File: src/rtl/spi_pkg.sv
// ============================================================================
// Module  : spi_pkg
// Brief   : Shared word length and receiver state type for the SPI link.
// Revision: 1.0 - initial release
// ============================================================================
`default_nettype none

package spi_pkg;

  localparam int SPI_DATA_W = 16;

  typedef enum logic {
    IDLE  = 1'b0,
    SHIFT = 1'b1
  } spi_recv_state_t;

endpackage

`default_nettype wire

File: src/rtl/spi_recv_if.sv
// ============================================================================
// Module  : spi_recv_if
// Brief   : SPI pins toward the receiver plus its parallel word output.
// Revision: 1.0 - initial release
// ============================================================================
`default_nettype none

interface spi_recv_if
  import spi_pkg::*;
#(
  parameter int DATA_W = SPI_DATA_W
);

  logic              spi_clk;
  logic              spi_csn;
  logic              spi_sdi;
  logic [DATA_W-1:0] o_data;
  logic              o_data_en;
  logic              o_busy;
  logic              o_frame_err;

  modport master (
    output spi_clk, spi_csn, spi_sdi,
    input  o_data, o_data_en, o_busy, o_frame_err
  );

  modport slave (
    input  spi_clk, spi_csn, spi_sdi,
    output o_data, o_data_en, o_busy, o_frame_err
  );

endinterface

`default_nettype wire

File: src/rtl/spi_sync.sv
// ============================================================================
// Module  : spi_sync
// Brief   : Multi-flop synchronizer with selectable reset level.
// Revision: 1.0 - initial release
// ============================================================================
`default_nettype none

module spi_sync #(
  parameter int   STAGES    = 2,
  parameter logic RESET_VAL = 1'b0
) (
  input  logic clk,
  input  logic rst_n,
  input  logic d,
  output logic q
);

  logic [STAGES-1:0] r_chain;

  always_ff @(posedge clk or negedge rst_n) begin
    if (!rst_n) begin
      r_chain <= {STAGES{RESET_VAL}};
    end else begin
      r_chain <= {r_chain[STAGES-2:0], d};
    end
  end

  assign q = r_chain[STAGES-1];

endmodule

`default_nettype wire

File: src/rtl/spi_recv.sv
// ============================================================================
// Module  : spi_recv
// Brief   : SPI mode-0 slave receiver, oversampled entirely in sys_clk.
// Revision: 1.0 - initial release
// ============================================================================
`default_nettype none

module spi_recv
  import spi_pkg::*;
#(
  parameter int DATA_W      = SPI_DATA_W,
  parameter int SYNC_STAGES = 2
) (
  input  logic        sys_clk,
  input  logic        sys_reset_n,
  spi_recv_if.slave   bus
);

  localparam int               CNT_W    = (DATA_W > 2) ? $clog2(DATA_W) : 1;
  localparam logic [CNT_W-1:0] c_LAST   = CNT_W'(DATA_W - 1);
  localparam logic [2:0]       c_SETTLE = 3'(SYNC_STAGES + 1);

  logic w_sclk_s;
  logic w_csn_s;
  logic w_sdi_s;

  spi_sync #(.STAGES(SYNC_STAGES), .RESET_VAL(1'b0)) u_sync_clk (
    .clk(sys_clk), .rst_n(sys_reset_n), .d(bus.spi_clk), .q(w_sclk_s)
  );
  spi_sync #(.STAGES(SYNC_STAGES), .RESET_VAL(1'b1)) u_sync_csn (
    .clk(sys_clk), .rst_n(sys_reset_n), .d(bus.spi_csn), .q(w_csn_s)
  );
  spi_sync #(.STAGES(SYNC_STAGES), .RESET_VAL(1'b0)) u_sync_sdi (
    .clk(sys_clk), .rst_n(sys_reset_n), .d(bus.spi_sdi), .q(w_sdi_s)
  );

  logic       r_sclk_d;
  logic       r_csn_d;
  logic       r_clk_rise;
  logic       r_csn_rise;
  logic       r_csn_fall;
  logic       r_sdi;
  logic [2:0] r_settle;
  logic       r_armed;

  logic w_clk_rise;
  logic w_csn_fall;
  logic w_csn_rise;

  assign w_clk_rise = w_sclk_s & ~r_sclk_d;
  assign w_csn_fall = ~w_csn_s & r_csn_d;
  assign w_csn_rise = w_csn_s & ~r_csn_d;

  // Edges are registered together with the matching sdi sample. A frame is
  // only accepted once csn has been seen high after the pipeline refilled
  // from reset, so a transfer already under way at reset release is skipped.
  always_ff @(posedge sys_clk or negedge sys_reset_n) begin
    if (!sys_reset_n) begin
      r_sclk_d   <= 1'b0;
      r_csn_d    <= 1'b1;
      r_clk_rise <= 1'b0;
      r_csn_rise <= 1'b0;
      r_csn_fall <= 1'b0;
      r_sdi      <= 1'b0;
      r_settle   <= 3'd0;
      r_armed    <= 1'b0;
    end else begin
      r_sclk_d   <= w_sclk_s;
      r_csn_d    <= w_csn_s;
      r_clk_rise <= w_clk_rise;
      r_csn_rise <= w_csn_rise;
      r_csn_fall <= w_csn_fall & r_armed;
      r_sdi      <= w_sdi_s;
      if (r_settle != c_SETTLE) begin
        r_settle <= r_settle + 3'd1;
      end else if (w_csn_s) begin
        r_armed <= 1'b1;
      end
    end
  end

  spi_recv_state_t   r_state;
  logic [CNT_W-1:0]  r_bit_cnt;
  logic [DATA_W-1:0] r_shift;
  logic [DATA_W-1:0] r_data;
  logic              r_data_en;
  logic              r_frame_err;

  always_ff @(posedge sys_clk or negedge sys_reset_n) begin
    if (!sys_reset_n) begin
      r_state     <= IDLE;
      r_bit_cnt   <= '0;
      r_shift     <= '0;
      r_data      <= '0;
      r_data_en   <= 1'b0;
      r_frame_err <= 1'b0;
    end else begin
      r_data_en   <= 1'b0;
      r_frame_err <= 1'b0;
      case (r_state)
        IDLE: begin
          if (r_csn_fall) begin
            r_state   <= SHIFT;
            r_bit_cnt <= '0;
          end
        end
        SHIFT: begin
          if (r_clk_rise) begin
            r_shift <= {r_shift[DATA_W-2:0], r_sdi};
            if (r_bit_cnt == c_LAST) begin
              r_data    <= {r_shift[DATA_W-2:0], r_sdi};
              r_data_en <= 1'b1;
              r_bit_cnt <= '0;
            end else begin
              r_bit_cnt <= r_bit_cnt + 1'b1;
            end
          end
          // A bit arriving with the csn rise counts before the word check.
          if (r_csn_rise) begin
            r_state   <= IDLE;
            r_bit_cnt <= '0;
            if (r_clk_rise) begin
              r_frame_err <= (r_bit_cnt != c_LAST);
            end else begin
              r_frame_err <= (r_bit_cnt != '0);
            end
          end
        end
        default: r_state <= IDLE;
      endcase
    end
  end

  assign bus.o_data      = r_data;
  assign bus.o_data_en   = r_data_en;
  assign bus.o_busy      = (r_state == SHIFT);
  assign bus.o_frame_err = r_frame_err;

endmodule

`default_nettype wire

File: src/flat_wrapper.sv
// flat-port wrapper written by rule: the top's interface ports become plain ports
module spi_recv_flat import spi_pkg::*;
#(
  parameter int DATA_W      = SPI_DATA_W,
  parameter int SYNC_STAGES = 2
)
  (sys_clk, sys_reset_n, bus_spi_clk, bus_spi_csn, bus_spi_sdi, bus_o_data, bus_o_data_en, bus_o_busy, bus_o_frame_err);
  spi_recv_if #(.DATA_W(DATA_W)) bus_i ();
  input  logic sys_clk;
  input  logic sys_reset_n;
  input wire logic [$bits(bus_i.spi_clk)-1:0] bus_spi_clk;
  input wire logic [$bits(bus_i.spi_csn)-1:0] bus_spi_csn;
  input wire logic [$bits(bus_i.spi_sdi)-1:0] bus_spi_sdi;
  output wire logic [$bits(bus_i.o_data)-1:0] bus_o_data;
  output wire logic [$bits(bus_i.o_data_en)-1:0] bus_o_data_en;
  output wire logic [$bits(bus_i.o_busy)-1:0] bus_o_busy;
  output wire logic [$bits(bus_i.o_frame_err)-1:0] bus_o_frame_err;
  assign bus_i.spi_clk = bus_spi_clk;
  assign bus_i.spi_csn = bus_spi_csn;
  assign bus_i.spi_sdi = bus_spi_sdi;
  assign bus_o_data = bus_i.o_data;
  assign bus_o_data_en = bus_i.o_data_en;
  assign bus_o_busy = bus_i.o_busy;
  assign bus_o_frame_err = bus_i.o_frame_err;
  spi_recv #(.DATA_W(DATA_W), .SYNC_STAGES(SYNC_STAGES)) u_core (.sys_clk(sys_clk), .sys_reset_n(sys_reset_n), .bus(bus_i));
endmodule
File: config.mk
export PLATFORM = sky130hd
export DESIGN_NAME = spi_recv_flat
export DESIGN_NICKNAME = d
export VERILOG_FILES = /design/src/rtl/spi_pkg.sv /design/src/rtl/spi_recv_if.sv /design/src/rtl/spi_sync.sv /design/src/rtl/spi_recv.sv /design/src/flat_wrapper.sv
export SDC_FILE = /design/constraint.sdc
export NUM_CORES = 1
export LEC_CHECK = 0
export BUFFER_PORTS_ARGS = -buffer_cell sky130_fd_sc_hd__buf_2
export CORE_ASPECT_RATIO = 0.7
export CORE_UTILIZATION = 60
export CTS_CLUSTER_DIAMETER = 120
export DETAILED_ROUTE_END_ITERATION = 8
export PLACE_DENSITY_LB_ADDON = 0.15
export SLEW_MARGIN = 10
export SYNTH_ARGS = -nofsm -noshare
export SYNTH_HDL_FRONTEND = slang
export SYNTH_SLANG_ARGS = --single-unit
File: constraint.sdc
create_clock -name sys_clk -period 2.5 [get_ports sys_clk]
set_input_delay 0.375 -clock sys_clk [delete_from_list [all_inputs] [get_ports sys_clk]]
set_output_delay 0.375 -clock sys_clk [all_outputs]
set_load 0.03 [all_outputs]
======== After elaboration in Yosys (flattened, before gate mapping) ========
Index checks and enable logic that the tools add are counted.
cells by class
  add/sub/neg operators ................... 2
  equality and inequality tests ........... 5
  mux-type cells .......................... 14
  bitwise logic cells ..................... 9
  reduce and logical (&&, ||, !) cells .... 5
operators by type and width
  kind                                            number
  two-way mux 4 bit                               4
  two-way mux 1 bit                               8
  case mux 4 bit (2 select lines)                 1
  AND reduction 2 bit                             3
  inverter 1 bit                                  5
  adder 4 x 1 -> 4 bit (second input constant)    1
  AND 1 bit                                       4
  == test 4 bit (second input constant)           1
  != test 4 bit (second input constant)           1
  nonzero test 4 bit                              1
  adder 3 x 1 -> 3 bit (second input constant)    1
  != test 3 x 1 -> 1 bit (second input constant)  1
  != test 3 x 2 -> 1 bit (second input constant)  1
  AND reduction 3 bit                             1
  != test 2 x 1 -> 1 bit (second input constant)  1
  case mux 1 bit (2 select lines)                 1
word-level totals
  bits in registers ....................... 54
  input port bits ......................... 5
  output and inout port bits .............. 19
  word-level logic and storage cells ...... 52

======== Longest topological paths before layout ========
Gate-level depths: netlist of run 1.
  word-level depth ........................ 5
  mapped depth ............................ 5
  mapped depth without buffers ............ 4

======== Cells and area by module ========
From an unflattened synthesis of run 1, not the netlist that was laid out.
second synthesis, totals
  cell total of the unflattened synthesis .. 131
  area total of the unflattened synthesis .. 2110.8 um2
by module, submodules not included
  module                            times used  cells an instance  area each (um2)  seq. area each (um2)
  spi_recv                          1           125                1958.1           1202.4
  spi_sync (u_core.u_sync_clk ...)  2           2                  50.0             50.0
  spi_sync (u_core.u_sync_csn)      1           2                  52.6             52.6

======== Least setup slack after synthesis of run 1 ========
No wires, ideal clock.
  path kind ............................... flip-flop to flip-flop
  from .................................... register u_core.r_state (netlist: u_core.bus.o_busy)
  to ...................................... register u_core.r_data[0] (netlist: u_core.bus.o_data[0])
  library setup time ...................... 125 ps
  arrival time ............................ 1390 ps
  data required time ...................... 2375 ps
  path slack .............................. 985 ps
  stages on the path, launching flop included .. 5
  buffers on the path ..................... 1
  clock period less this slack ............ 1515 ps
  path through ............................ dfrtp_1 > nand2_4 > nor2_8 > buf_12 > mux2_4
between the ends
  cells in the longest elaborated chain, start to end .. 1
ends and longest elaborated chain
  item                           RTL line         text
  start, declared                spi_recv.sv:82   spi_recv_state_t r_state;
  start signal, assigned         spi_recv.sv:91   r_state <= IDLE;
  start signal, assigned         spi_recv.sv:103  r_state <= SHIFT;
  start signal, assigned         spi_recv.sv:120  r_state <= IDLE;
  AND reduction 3 bit (no line)  --
  end signal, assigned           spi_recv.sv:111  r_data <= {r_shift[DATA_W-2:0], r_sdi};
  end, declared                  spi_recv.sv:85   logic [DATA_W-1:0] r_data;
Every way passes these cells.
A chain may end at the register's enable or synchronous reset.

======== Worst setup path after layout of run 1 ========
  from .................................... register u_core.r_bit_cnt[1]
  to ...................................... register u_core.r_data[15] (netlist: u_core.bus.o_data[15])
between the ends
  cells in the longest elaborated chain, start to end .. 2
ends and longest elaborated chain
  item                           RTL line         text
  start, declared                spi_recv.sv:83   logic [CNT_W-1:0] r_bit_cnt;
  start signal, assigned         spi_recv.sv:115  r_bit_cnt <= r_bit_cnt + 1'b1;
  == test 4 bit                  spi_recv.sv:110  if (r_bit_cnt == c_LAST) begin
  AND reduction 3 bit (no line)  --
Every way passes these cells.

==> results of run 1 <==
stage by stage:
step | setup WS, ns | std cells
global placement | 0.9808 | 196
detailed placement | 0.8942 | 196
CTS | 0.8815 | 204
global route | 0.7609 | 204
floorplan | 0.9846 | 127
finish | 0.8931 | 204
power by group:
group / switching (mW) / internal [mW] / total (mW) / leakage, nW
Clock: 0.262 / 0.224 / 0.485 / 0.0482
Combinational: 0.0725 / 0.0745 / 0.147 / 0.443
Sequential: 0.0589 / 0.949 / 1.01 / 0.700
final cells by class:
| type | instances | area [sq um] | share of cell area, % |
|---|---|---|---|
| Clock buffer | 7 | 86.33 | 3.750 |
| Multi-Input combinational cell | 66 | 655.6 | 28.48 |
| Sequential cell | 54 | 1355 | 58.86 |
| Inverter | 5 | 18.77 | 0.8152 |
| Timing Repair Buffer | 24 | 122.6 | 5.326 |
| Clock inverter | 1 | 5.005 | 0.2174 |
| Tap cell | 47 | 58.81 | 2.554 |
cells in the mapped netlist:
cell type | count | area share [%]
dfstp_2 | 3 | 3.8
a21oi_1 | 1 | 0.24
dfrtp_1 | 51 | 62
nand2_1 | 5 | 0.91
o21ai_0 | 4 | 0.97
a211o_2 | 1 | 0.49
nand2b_1 | 1 | 0.30
inv_1 | 5 | 0.91
a31oi_1 | 2 | 0.61
ha_1 | 4 | 2.4
nand4_1 | 1 | 0.30
a21o_1 | 1 | 0.37
or4b_1 | 1 | 0.49
nor2b_1 | 2 | 0.61
xor2_1 | 1 | 0.43
and3_2 | 1 | 0.37
mux2_4 | 9 | 6.6
xnor2_1 | 1 | 0.43
mux2i_1 | 1 | 0.49
nor2_1 | 2 | 0.37
o2111a_1 | 1 | 0.55
mux2_2 | 23 | 13
buf_12 | 1 | 0.97
buf_2 | 1 | 0.24
nand3_2 | 1 | 0.49
nand2_4 | 1 | 0.55
and2b_1 | 1 | 0.37
nor2_8 | 1 | 0.97
cells by family (layout without fill, tap and decap cells):
family | count (synthesis) | after routing | share of synthesized area [%]
fa+ha+maj | 4 | 4 | 2.436
mux | 33 | 33 | 19.67
compound gates | 10 | 10 | 3.228
xor+xnor | 2 | 2 | 0.8528
buf+inv | 7 | 37 | 2.131
simple gates | 17 | 17 | 5.726
flops | 54 | 54 | 65.96
routing by layer:
layer | global-route usage (%) | routed length [um] | part of all wire [%] | vias up
met1 | 25.24 | 1387 | 51 | 519
met3 | 7.692 | 110 | 4.0 | 5
li1 | - | - | - | 497
met4 | 6.863 | 44 | 1.6 | 0
met2 | 26.26 | 1178 | 43 | 23
met5 | 0 | 0 | 0 | -
worst max-delay path by stage:
stage | start | slack (ns) | endpoint
floorplan | u_core.bus.o_busy | 0.98 | u_core.bus.o_data[0]
global placement | u_core.r_bit_cnt[0] | 0.98 | u_core.bus.o_data[10]
detailed placement | u_core.r_bit_cnt[1] | 0.89 | u_core.bus.o_data[15]
CTS | u_core.r_bit_cnt[1] | 0.88 | u_core.bus.o_data[15]
global route | u_core.r_bit_cnt[1] | 0.76 | u_core.bus.o_data[8]
finish | u_core.r_bit_cnt[1] | 0.89 | u_core.bus.o_data[15]
worst max-delay path, delay by kind of cell, from the launching register on:
kind / cells / cell delay (ns)
flip-flops: 1 / 0.39
multiplexers: 1 / 0.38
adder cells (fa/ha/maj): 1 / 0.23
AND/OR/NAND/NOR: 2 / 0.49
sequential cells by signal, summed over array words and instances, names as in the netlist:
name,count
u_core.bus.o_busy,1
u_core.u_sync_sdi.r_chain,2
u_core.bus.o_frame_err,1
u_core.r_sdi,1
u_core.r_armed,1
u_core.r_bit_cnt,4
u_core.r_csn_rise,1
u_core.r_settle,3
u_core.bus.o_data_en,1
u_core.r_shift,15
u_core.r_csn_fall,1
u_core.r_csn_d,1
u_core.u_sync_clk.r_chain,2
u_core.r_sclk_d,1
u_core.u_sync_csn.r_chain,2
u_core.r_clk_rise,1
u_core.bus.o_data,16
==> summary.txt, run 1 <==
Status
  • Status: finished, final reports clean

Place
  • Gp weighted congestion: 0.7183
  • Post-DP HPWL: 1.841 mm
  • IO buf count: 23
  • Post-DP Area: 0.002211 sq mm

Clock network
  • Sink Count: 54
  • Root buf cell: clkbuf_8
  • Maximum clock insertion buffer count: 2
  • Cts repair resizes: 0
  • # Post-CTS Setup Buffers: 0
  • TritonCTS clock tree: yes
  • Clock latency on the worst-skew pair: 0.31 ns
  • H-tree depth: 2
  • CTS buffer count: 5
  • CTS clk-pin slew, worst paths: 0.09 ns
  • Hold_buf cts: 0

Detailed routing
  • Via count: 1044
  • Initial DRC count: 32
  • Routed WL per cell: 13.33 um
  • Detailed Routing Iterations Pass 1: 4
  • DR DRC count: 0
  • Post-Route WL: 2.720 mm
  • DRT antenna net count: 0
  • Via/cell ratio: 5.118

Pwr
  • Final Power: 1.640 mW
  • VDD IR max: 0.5056 mV
  • P per Cell Area: 712.3 mW/mm^2
  • Leakage Power: 1.191 nW

Setup path
  • Worst EP required: 2.70 ns
  • Startpoint types: flip-flop
  • WS Path Type: flip-flop to flip-flop
  • Critical Path Max Stage Delay: 0.39 ns
  • Worst r2r src: u_core.r_bit_cnt[1]
  • Nature of the critical path endpoint: flip-flop
  • R2r setup slk: 0.89 ns
  • Critical Path AT: 1.80 ns
  • CP max-delay cell: dfrtp_1
  • R2r worst-path depth: 4
  • CP cell instances: ha_1 > nand3_2 > nor2_8 > mux2_2
  • Reg2reg end: u_core.bus.o_data[15]
  • Critical path peak fanout: 17

Floorplanning
  • Starting Density: 63.97%
  • Die W: 71.94 um
  • I/O pins: 24
  • Core box area: 0.003212 sq mm
  • Die height: 50.96 um
  • Die ar.: 0.003666 sq mm
  • Row count: 17

Final layout
  • Most frequent cells in the layout: dfrtp_1, mux2_2, buf_2
  • Filler cell count: 210
  • Synth-to-layout area growth: 12.06%
  • Fin util: 71.68%
  • NumNets Final: 165
  • Share of layout cells above drive strength 1: 45.22%
  • Final instance area: 0.002302 sq mm
  • Commonest non-fill, non-tap cell in the layout: dfrtp_1
  • Ant. Diodes: 0

STA
  • Max_slew headroom: 57.94%
  • Slew Limit Fails: 0
  • RSZ-0062 raised after global routing: no
  • Crit path time final: 1.607 ns
  • Fin crit share: 64.28%
  • Tightest Pin Transition: 0.6309 ns
  • Setup violators final: 0
  • Setup_tns: 0 ns
  • Final Hold Fails: 0
  • Worst Hold Slack: 0.1602 ns
  • Maximum clock frequency: 622.3 MHz
  • Worst Skew: 0.003648 ns

Logic synthesis
  • Ys Warns: 0
  • Post-synth net total: 136
  • Synth cell types: 28
  • Post-Syn Instances: 127
  • Syn Area/Cell: 16.18 sq um
  • Sequential area share after synthesis: 65.96%
  • Cell Area, Synth: 0.002054 sq mm
  • Seq cells post-synth: 54

GRT
  • Gr usage total: 18.34%
  • Total grt overflow: 0
  • Largest net degree at the start of global routing: 55
  • Global-route wire length before repair: 4.733 mm
  • Initial antenna violation count: 0
  • Vias in the first global route: 1014

Hold path
  • HP Class: primary input to async pin

Run
  • Max Cap Viol: 0
Note: power is estimated with default switching activity, not from simulation.
==> run 2, diff against run 1 <==
--- a/config.mk
+++ b/config.mk
@@ -7,7 +7,7 @@
 export LEC_CHECK = 0
 export BUFFER_PORTS_ARGS = -buffer_cell sky130_fd_sc_hd__buf_2
 export CORE_ASPECT_RATIO = 0.7
-export CORE_UTILIZATION = 60
+export CORE_UTILIZATION = 56
 export CTS_CLUSTER_DIAMETER = 120
 export DETAILED_ROUTE_END_ITERATION = 8
 export PLACE_DENSITY_LB_ADDON = 0.15
==> constraint.sdc (replaced) <==
create_clock -name sys_clk -period 1.7 [get_ports sys_clk]
set_input_delay 0.255 -clock sys_clk [delete_from_list [all_inputs] [get_ports sys_clk]]
set_output_delay 0.255 -clock sys_clk [all_outputs]
set_load 0.03 [all_outputs]
==> run 2 against run 1 <==
Effect of this change:
- clock-buffer cell count decreased by 2
- maximum frequency rose by 2.4%
- power is 57% higher
- first-iteration DRC count fell by 13%
- non-clock buffer count rose by 2
- die area rose by 6.9%
- global-route usage up 0.59 points
- critical endpoint is now u_core.bus.o_data[6]
==> summary.txt, run 2 (same netlist as run 1, synthesis figures left out) <==
Status
  • Status: finished, final reports clean (unchanged)

Final layout
  • NumNets Final: 167 (was 165)
  • Max reg flops: 16 (unchanged)
  • Ant. Diodes: 0 (unchanged)
  • Most frequent cells in the layout: dfrtp_1, mux2_2, buf_2 (unchanged)
  • Share of layout cells above drive strength 1: 45.91% (was 45.22%)
  • Commonest non-fill, non-tap cell in the layout: dfrtp_1 (unchanged)
  • Sequential cell area: 0.001355 sq mm (unchanged)
  • Area of the multi-input gates: 655.6 sq um (unchanged)
  • Synth-to-layout area growth: 14.80% (was 12.06%)
  • Filler cell count: 238 (was 210)
  • Final instance area: 0.002359 sq mm (was 0.002302 sq mm)

STA
  • Slew Limit Fails: 0 (unchanged)
  • Tightest Pin Transition: 0.4896 ns (was 0.6309 ns)
  • Max_slew headroom: 67.36% (was 57.94%)
  • Setup slack after layout: 0.1309 ns (was 0.8931 ns)
  • Setup_tns: 0 ns (unchanged)
  • Crit path time final: 1.569 ns (was 1.607 ns)
  • Maximum clock frequency: 637.3 MHz (was 622.3 MHz)
  • RSZ-0062 raised after global routing: no (unchanged)
  • Fin crit share: 92.30% (was 64.28%)
  • Worst Skew: 0.008082 ns (was 0.003648 ns)
  • Final Hold Fails: 0 (unchanged)
  • Setup violators final: 0 (unchanged)

Floorplanning
  • Starting Density: 61.92% (was 63.97%)
  • Die W: 74.40 um (was 71.94 um)
  • I/O pins: 24 (unchanged)
  • Row count: 17 (unchanged)
  • Die ar.: 0.003919 sq mm (was 0.003666 sq mm)
  • Die height: 52.68 um (was 50.96 um)
  • Core box area: 0.003318 sq mm (was 0.003212 sq mm)

Setup path
  • Startpoint types: flip-flop (unchanged)
  • WS Path Type: flip-flop to flip-flop (unchanged)
  • Worst EP required: 1.90 ns (was 2.70 ns)
  • Critical path peak fanout: 17 (unchanged)
  • Critical Path AT: 1.77 ns (was 1.80 ns)
  • Worst r2r src: u_core.r_bit_cnt[0] (was u_core.r_bit_cnt[1])
  • Nature of the critical path endpoint: flip-flop (unchanged)
  • Crit. Startpoint: u_core.r_bit_cnt[0] (was u_core.r_bit_cnt[1])

Detailed routing
  • DR DRC count: 0 (unchanged)
  • DRT antenna net count: 0 (unchanged)
  • Via count: 1058 (was 1044)
  • Detailed Routing Iterations Pass 1: 2 (was 4)
  • Post-Route WL: 2.973 mm (was 2.720 mm)
  • Routed WL per cell: 14.43 um (was 13.33 um)
  • Via/cell ratio: 5.136 (was 5.118)
  • Initial DRC count: 28 (was 32)

Clock network
  • Maximum clock insertion buffer count: 2 (unchanged)
  • CTS clk-pin slew, worst paths: 0.10 ns (was 0.09 ns)
  • H-tree depth: 2 (unchanged)
  • Clock latency on the worst-skew pair: 0.31 ns (about the same)
  • CTS buffer count: 5 (unchanged)
  • TritonCTS clock tree: yes (unchanged)
  • Root buf cell: clkbuf_8 (unchanged)
  • Sink Count: 54 (unchanged)
  • # Post-CTS Setup Buffers: 0 (unchanged)

GRT
  • Global-route wire length before repair: 5.099 mm (was 4.733 mm)
  • Initial antenna violation count: 0 (unchanged)
  • Total grt overflow: 0 (unchanged)
  • Vias in the first global route: 1089 (was 1014)
  • Largest net degree at the start of global routing: 34 (was 55)
  • Gr usage total: 18.93% (was 18.34%)

Place
  • IO buf count: 23 (unchanged)
  • Dpl ws: 0.1231 ns (was 0.8942 ns)
  • Post-DP Area: 0.002231 sq mm (was 0.002211 sq mm)
  • Gp weighted congestion: 0.7250 (was 0.7183)
  • Post-DP HPWL: 2.109 mm (was 1.841 mm)

Pwr
  • Final Power: 2.581 mW (was 1.640 mW)
  • Leakage Power: 1.212 nW (was 1.191 nW)
  • Sw Ratio: 24.10% (was 23.98%)
  • Internal: 1.959 mW (was 1.247 mW)
  • Comb power frac: 8.8% (was 9.0%)
  • P_sw: 0.6219 mW (was 0.3932 mW)
  • Part of the power in registers: 57.5% (was 61.4%)
  • VDD IR max: 0.5837 mV (was 0.5056 mV)
  • P per Cell Area: 1094 mW/mm^2 (was 712.3 mW/mm^2)
  • Clk network pwr share: 33.8% (was 29.6%)

Hold path
  • Hold Crit Start: bus_spi_csn
  • HP Class: primary input to flip-flop (was primary input to async pin)

Run
  • Max Cap Viol: 0 (unchanged)
-- run 2: cell types whose count changed in the layout (fill, tap and decap cells not counted) --
cell	previous run	this run
buf_12	0	1
bufinv_16	0	1
clkbuf_1	1	0
clkbuf_8	6	5
clkinv_2	1	0
clkinvlp_4	0	1
dlygate4sd3_1	0	1
inv_8	0	1
-- run 2: worst paths after layout --
kind                            slack, ns  depth (start not counted)                      endpoint
worst max register to register       0.13                          4          u_core.bus.o_data[6]
worst min-delay path                 0.03                          1  u_core.u_sync_csn.r_chain[0]
min in group asynchronous            0.44                          2             u_core.bus.o_busy
worst max-delay path                 0.13                          4          u_core.bus.o_data[6]
max in group asynchronous            0.73                          3             u_core.r_shift[8]
worst min register to register       0.36                          0  u_core.u_sync_clk.r_chain[1]
-- run 2: worst max-delay path, cell delays in order (launching register included) --
cell,delay (ns)
dfrtp_1,0.37
ha_1,0.21
nand3_2,0.16
nor2_8,0.33
mux2_2,0.39
-- run 2: routing by layer --
| metal | vias up | track usage, % | routed length (um) |
|---|---|---|---|
| met3 | 6 | 8.654 | 152 |
| met1 | 525 | 22.72 | 1410 |
| met5 | - | 0 | 0 |
| li1 | 505 | - | - |
| met2 | 22 | 29.73 | 1359 |
| met4 | 0 | 7.547 | 51 |
-- run 2: final cells by class --
type | count | share of cell area (%)
clock buffers | 5 | 2.918
clock inverters | 3 | 2.069
flip-flops and latches | 54 | 57.45
repair buffers | 26 | 6.472
inverters | 5 | 0.7958
well taps | 47 | 2.493
multi-input cells | 66 | 27.80
-- run 2: power by group through the flow --
| stage | clock (mW) | sequential [mW] | combinational, mW |
|---|---|---|---|
| after detailed placement | 0 | 1.51 | 0.228 |
| after CTS | 0.891 | 1.48 | 0.233 |
| final | 0.871 | 1.48 | 0.227 |
| after global placement | 0 | 1.50 | 0.212 |
| after global routing | 0.956 | 1.50 | 0.254 |
| after floorplan | 0 | 1.49 | 0.147 |
-- run 2: what timing repair did --
action	in CTS	in global routing
hold buffers	1	0
gates resized for setup	0	0
hold endpoints to repair	18	0
setup endpoints to repair	0	0
-- run 2: stage by stage --
step | cells | hold slack, ns | utilization, %
4_1_cts | 206 | 0.01877 | 71.08
2_1_floorplan | 127 | -0.04059 | -
3_5_place_dp | 197 | 0.2415 | 67.23
3_3_place_gp | 197 | 0.2380 | 67.23
5_1_grt | 206 | 0.003734 | 71.08
6_report | 206 | 0.02921 | 71.08
